File: config.mk
export PLATFORM = sky130hd
export DESIGN_NAME = buff_sequencer
export DESIGN_NICKNAME = d
export VERILOG_FILES = /design/src/rtl/buff_sequencer.sv
export SDC_FILE = /design/constraint.sdc
export NUM_CORES = 1
export LEC_CHECK = 0
export ABC_CLOCK_PERIOD_IN_PS = 2700
export BUFFER_PORTS_ARGS = -buffer_cell sky130_fd_sc_hd__buf_4
export CORE_ASPECT_RATIO = 1.1
export CORE_MARGIN = 1
export CORE_UTILIZATION = 42
export DETAILED_ROUTE_END_ITERATION = 7
export GPL_TIMING_DRIVEN = 0
export PLACE_DENSITY = 0.82
export SYNTH_ARGS = -nofsm -noshare
export SYNTH_HDL_FRONTEND = slang
export SYNTH_SLANG_ARGS = --single-unit
export TNS_END_PERCENT = 1
File: constraint.sdc
create_clock -name clk -period 2.7 [get_ports clk]
set_clock_uncertainty 0.05 [all_clocks]
set_input_delay 0.27 -clock clk [delete_from_list [all_inputs] [get_ports clk]]
set_output_delay 0.27 -clock clk [all_outputs]
set_load 0.01 [all_outputs]
File: src/rtl/buff_sequencer.sv
// Burst sequencer for the toggle-driven buffer controller.
// Opens/closes BLOCK-word bursts, tracks occupancy, re-times read data.
module buff_sequencer #(
    parameter int WIDTH  = 16,
    parameter int SIZE   = 64,
    parameter int BLOCK  = 8,
    parameter int RD_LAT = 1
) (
    input  logic                       clk,
    input  logic                       rst,
    input  logic                       wr_req,
    output logic                       wr_grant,
    output logic                       wr_active,
    output logic                       wr_toggle,
    input  logic                       rd_req,
    output logic                       rd_grant,
    output logic                       rd_toggle,
    input  logic [WIDTH-1:0]           buf_rdata,
    output logic                       m_valid,
    output logic [WIDTH-1:0]           m_data,
    output logic                       m_last,
    output logic [$clog2(SIZE):0]      level,
    output logic                       can_wr,
    output logic                       can_rd
);

    localparam int LW = $clog2(SIZE) + 1;
    localparam int CW = $clog2(BLOCK);

    typedef enum logic {W_IDLE, W_BURST} w_state_t;
    typedef enum logic {R_IDLE, R_BURST} r_state_t;

    w_state_t        wstate;
    r_state_t        rstate;
    logic [CW-1:0]   wcnt;
    logic [CW-1:0]   rcnt;
    logic            wr_last;
    logic            rd_last;
    logic            rd_act;
    logic [RD_LAT-1:0] vpipe;
    logic [RD_LAT-1:0] lpipe;

    // Outputs are forced low while rst is held so the controller sees no enable.
    assign can_wr    = !rst && (level <= LW'(SIZE - BLOCK));
    assign can_rd    = !rst && (level >= LW'(BLOCK));

    assign wr_last   = !rst && (wstate == W_BURST) && (wcnt == CW'(BLOCK - 1));
    assign wr_grant  = !rst && (wstate == W_IDLE) && wr_req && can_wr;
    assign wr_active = wr_grant || (!rst && (wstate == W_BURST));
    assign wr_toggle = wr_grant || wr_last;

    assign rd_last   = !rst && (rstate == R_BURST) && (rcnt == CW'(BLOCK - 1));
    assign rd_grant  = !rst && (rstate == R_IDLE) && rd_req && can_rd;
    assign rd_act    = rd_grant || (!rst && (rstate == R_BURST));
    assign rd_toggle = rd_grant || rd_last;

    assign m_valid   = vpipe[RD_LAT-1];
    assign m_last    = lpipe[RD_LAT-1];
    assign m_data    = m_valid ? buf_rdata : '0;

    // Write burst FSM: grant loads count 1, closing toggle at BLOCK-1.
    always_ff @(posedge clk) begin
        if (rst) begin
            wstate <= W_IDLE;
            wcnt   <= '0;
        end else begin
            unique case (wstate)
                W_IDLE: begin
                    if (wr_grant) begin
                        wstate <= W_BURST;
                        wcnt   <= CW'(1);
                    end
                end
                W_BURST: begin
                    if (wr_last) begin
                        wstate <= W_IDLE;
                        wcnt   <= '0;
                    end else begin
                        wcnt   <= wcnt + CW'(1);
                    end
                end
                default: wstate <= W_IDLE;
            endcase
        end
    end

    // Read burst FSM, same shape as the write side.
    always_ff @(posedge clk) begin
        if (rst) begin
            rstate <= R_IDLE;
            rcnt   <= '0;
        end else begin
            unique case (rstate)
                R_IDLE: begin
                    if (rd_grant) begin
                        rstate <= R_BURST;
                        rcnt   <= CW'(1);
                    end
                end
                R_BURST: begin
                    if (rd_last) begin
                        rstate <= R_IDLE;
                        rcnt   <= '0;
                    end else begin
                        rcnt   <= rcnt + CW'(1);
                    end
                end
                default: rstate <= R_IDLE;
            endcase
        end
    end

    // Occupancy: words written minus words read.
    always_ff @(posedge clk) begin
        if (rst) begin
            level <= '0;
        end else begin
            unique case ({wr_active, rd_act})
                2'b10:   level <= level + LW'(1);
                2'b01:   level <= level - LW'(1);
                default: level <= level;
            endcase
        end
    end

    // Occupancy can never exceed the buffer depth.
    always_ff @(posedge clk) begin
        if (!rst) begin
            assert (level <= LW'(SIZE));
        end
    end

    // Delay read-enable and last flag to line up with buffer read latency.
    always_ff @(posedge clk) begin
        if (rst) begin
            vpipe <= '0;
            lpipe <= '0;
        end else begin
            vpipe[0] <= rd_act;
            lpipe[0] <= rd_last;
            for (int i = 1; i < RD_LAT; i++) begin
                vpipe[i] <= vpipe[i-1];
                lpipe[i] <= lpipe[i-1];
            end
        end
    end

endmodule
==> flow_summary.toml <==
[die]
fp.dieH_um = 56.5
initial_core_util = 0.450
coreArea_sq_um = 2520
ios = 52
fp.dieW_um = 51.5
dieArea_sq_um = 2910
num_rows = 19

[flow_run]
max_cap_viol_count = 0

[routing]
avgRoutedWirePerCell_um = 15.0
ant_nets = 0
initialDrtViolationCount = 36
vias = 1307
drt_first_pass_iters = 4
drc = 0
vias_per_cell = 5.59
routed_wl_um = 3510

[pwr]
p_sw_frac = 0.271
internal_power_uw = 379
power_density_nw_per_um2 = 284
p_seq_frac = 0.511
p_leak_nw = 0.901
ir_drop_mv = 0.269
pwr-share-clk = 0.268
combPwrFrac = 0.221
power_switching_uw = 141

[synthesis]
yosys_warnings = 0
synthCells = 135
synth-seq-cells = 17
syn_nets = 166
syn_area_sq_um = 1130
syn_area_per_cell_sq_um = 8.40
synth_edf_count = 0
ys_types = 40
ys_top_cells_by_count = "17 x and2_1, 17 x dfxtp_1, 10 x ha_1"
synthFlopType = "dfxtp_1"
synth.area.top_cells = "dfxtp_1 30%, ha_1 11%, and2_1 9.4%"
synth_seq_area_share = 0.300
async_flop_share = 0
synth_top_area_frac = 0.300
yosys.area.top_type = "dfxtp_1"

[critical_path]
critPathLaunch = "level[0]$_SDFFE_PP0P_"
endpoint_kind = "register"
path_buf_inv = 0
path_cells = "or3_4 -> a211o_1 -> a21boi_4 -> ha_4 -> ha_1 -> a21o_1 -> a211oi_2 -> nor3_1 -> or3b_1"
cp.arrival_ps = 2870
worstRegToRegCells = 9
rr_endpoint = "level[5]$_SDFFE_PP0P_"
regToRegStartpoint = "level[0]$_SDFFE_PP0P_"
crit_path_end = "level[5]$_SDFFE_PP0P_"
cp-start-kind = "register"
cpMaxStageDelayCell = "or3_4"
r2r_slack_ps = -40
worstPathRequired_ps = 2830
cp_max_fo = 6
path_depth = 9
crit_type = "reg -> reg"
max_stage_delay_ps = 380
critical-path-top-delay-family = "compound AO/OA/AOI/OAI gates"

[clock_network]
cts_buffer_depth = 2
numCtsBuffers = 3
worstSkewPairLatency_ps = 290
cts.sinks = 17
clk_pin_slew_ps = 100
cts_tree = "built"
cts-root-buf = "clkbuf_4"
ctsHtreeMaxLevel = 1

[timing]
fin_crit_sh = 1.01
timing.fmax_ghz = 0.365
worst_pin_slew_ps = 545
slew_viol_final = 0
layout_setup_ws_ps = -38.4
fin_tns_setup_ps = -66.4
min_period_ps = 2740
rsz0062_at_grt = "true"
hold_violations = 0
setup_viol_count_final = 2
maxSlewHeadroom = 0.636
hold_ws_ps = 147

[finish]
fillers = 173
area_growth_pct = 61.6
antennaDiodeCount = 0
drive_gt1_frac = 0.478
fin_nets = 235

[place]
post-place-ws_ps = -197
dp_hpwl_um = 2110
gp_congestion = 0.827
port_buffers = 50

[global_route]
grt_pass1_wl_um = 4860
grt_antenna_before_repair = 0
grt_usage = 0.217
grt_max_degree = 11
grt_pass1_vias = 1170
grt-ovfl-total = 0

[min_path]
worstHoldPathType = "in -> reg"

[status]
status = "complete, but fails checks"
violations = "negative setup slack"
-- what timing repair did --
action                     in CTS  in global routing
cloned                          0                  0
setup buffers                  10                  4
gates resized for setup        11                 19
pin swaps                       9                 11
setup endpoints to repair       3                  3
hold buffers                    0                  0
-- layer usage --
layer	vias up	GRT usage	share of wire
met3	12	0.0325	0.11
li1	614	-	-
met5	-	0	0
met1	590	0.233	0.37
met2	91	0.391	0.49
met4	0	0.116	0.028
-- metrics by stage --
step | utilization | power, mW | std cells | instance area (sq um)
3_5_place_dp | 0.623 | 0.361 | 216 | 1570
6_report | 0.727 | 0.520 | 234 | 1830
3_3_place_gp | 0.623 | 0.358 | 216 | 1570
5_1_grt | 0.727 | 0.545 | 234 | 1830
2_1_floorplan | - | 0.319 | 135 | 1160
4_1_cts | 0.679 | 0.507 | 230 | 1710
-- how the worst min path moves through the flow --
| stage | startpoint | endpoint | slack (ps) | cells past startpoint |
|---|---|---|---|---|
| finish | rst | level[3]$_SDFFE_PP0P_ | 150 | 2 |
| detailed placement | rcnt[2]$_SDFFE_PP0P_ | rcnt[2]$_SDFFE_PP0P_ | 420 | 2 |
| floorplan | wcnt[0]$_SDFFE_PP0P_ | wcnt[0]$_SDFFE_PP0P_ | 390 | 2 |
| global route | rst | level[3]$_SDFFE_PP0P_ | 130 | 2 |
| global placement | rcnt[2]$_SDFFE_PP0P_ | rcnt[2]$_SDFFE_PP0P_ | 410 | 2 |
| CTS | rst | level[3]$_SDFFE_PP0P_ | 140 | 2 |
-- power by group through the flow --
stage	Clock (mW)	Combinational (mW)	Sequential, mW
after floorplan	0	0.0449	0.274
after global placement	0	0.0842	0.273
after detailed placement	0	0.0870	0.274
after CTS	0.141	0.101	0.265
after global routing	0.154	0.124	0.267
final	0.139	0.115	0.266
-- logic make-up after synthesis --
kind of cell / synth area share
buffers and inverters: 0.0574
and+or+nand+nor: 0.297
adders and majority gates: 0.128
xor gates and xnor gates: 0.0232
AOI/OAI and AO/OA: 0.177
DFF: 0.300
muxes: 0.0177
-- sequential cells by signal, summed over array words and instances, names as in the netlist --
name,cells
wcnt,3
wstate,1
rstate,1
rcnt,3
m_last,1
m_valid,1
level,7
-- cell type report --
type | instances | area, sq um | area share
multi-input cells | 104 | 866 | 0.473
repair buffers | 64 | 484 | 0.264
inverters | 9 | 33.8 | 0.0184
flip-flops and latches | 17 | 352 | 0.192
well taps | 31 | 38.8 | 0.0212
clock buffers | 4 | 26.3 | 0.0143
plain buffers | 5 | 31.3 | 0.0171
-- layout by cell type, fill, tap and decap left out, types with 2 or more instances in the layout --
cell	n
a211oi_2	2
a21o_1	3
a21oi_1	9
and2_1	17
and3_1	2
buf_4	64
buf_6	2
clkbuf_1	3
clkbuf_4	3
dfxtp_1	12
dfxtp_2	3
dfxtp_4	2
ha_1	5
ha_4	4
inv_1	8
mux2i_1	2
nand2_1	8
nand3_1	7
nand3b_1	2
nor2_1	8
nor3_1	2
o21ai_0	2
o31ai_1	2
or3_1	2
or3b_1	2
xor2_1	2
(Power assumes the default switching activity.)
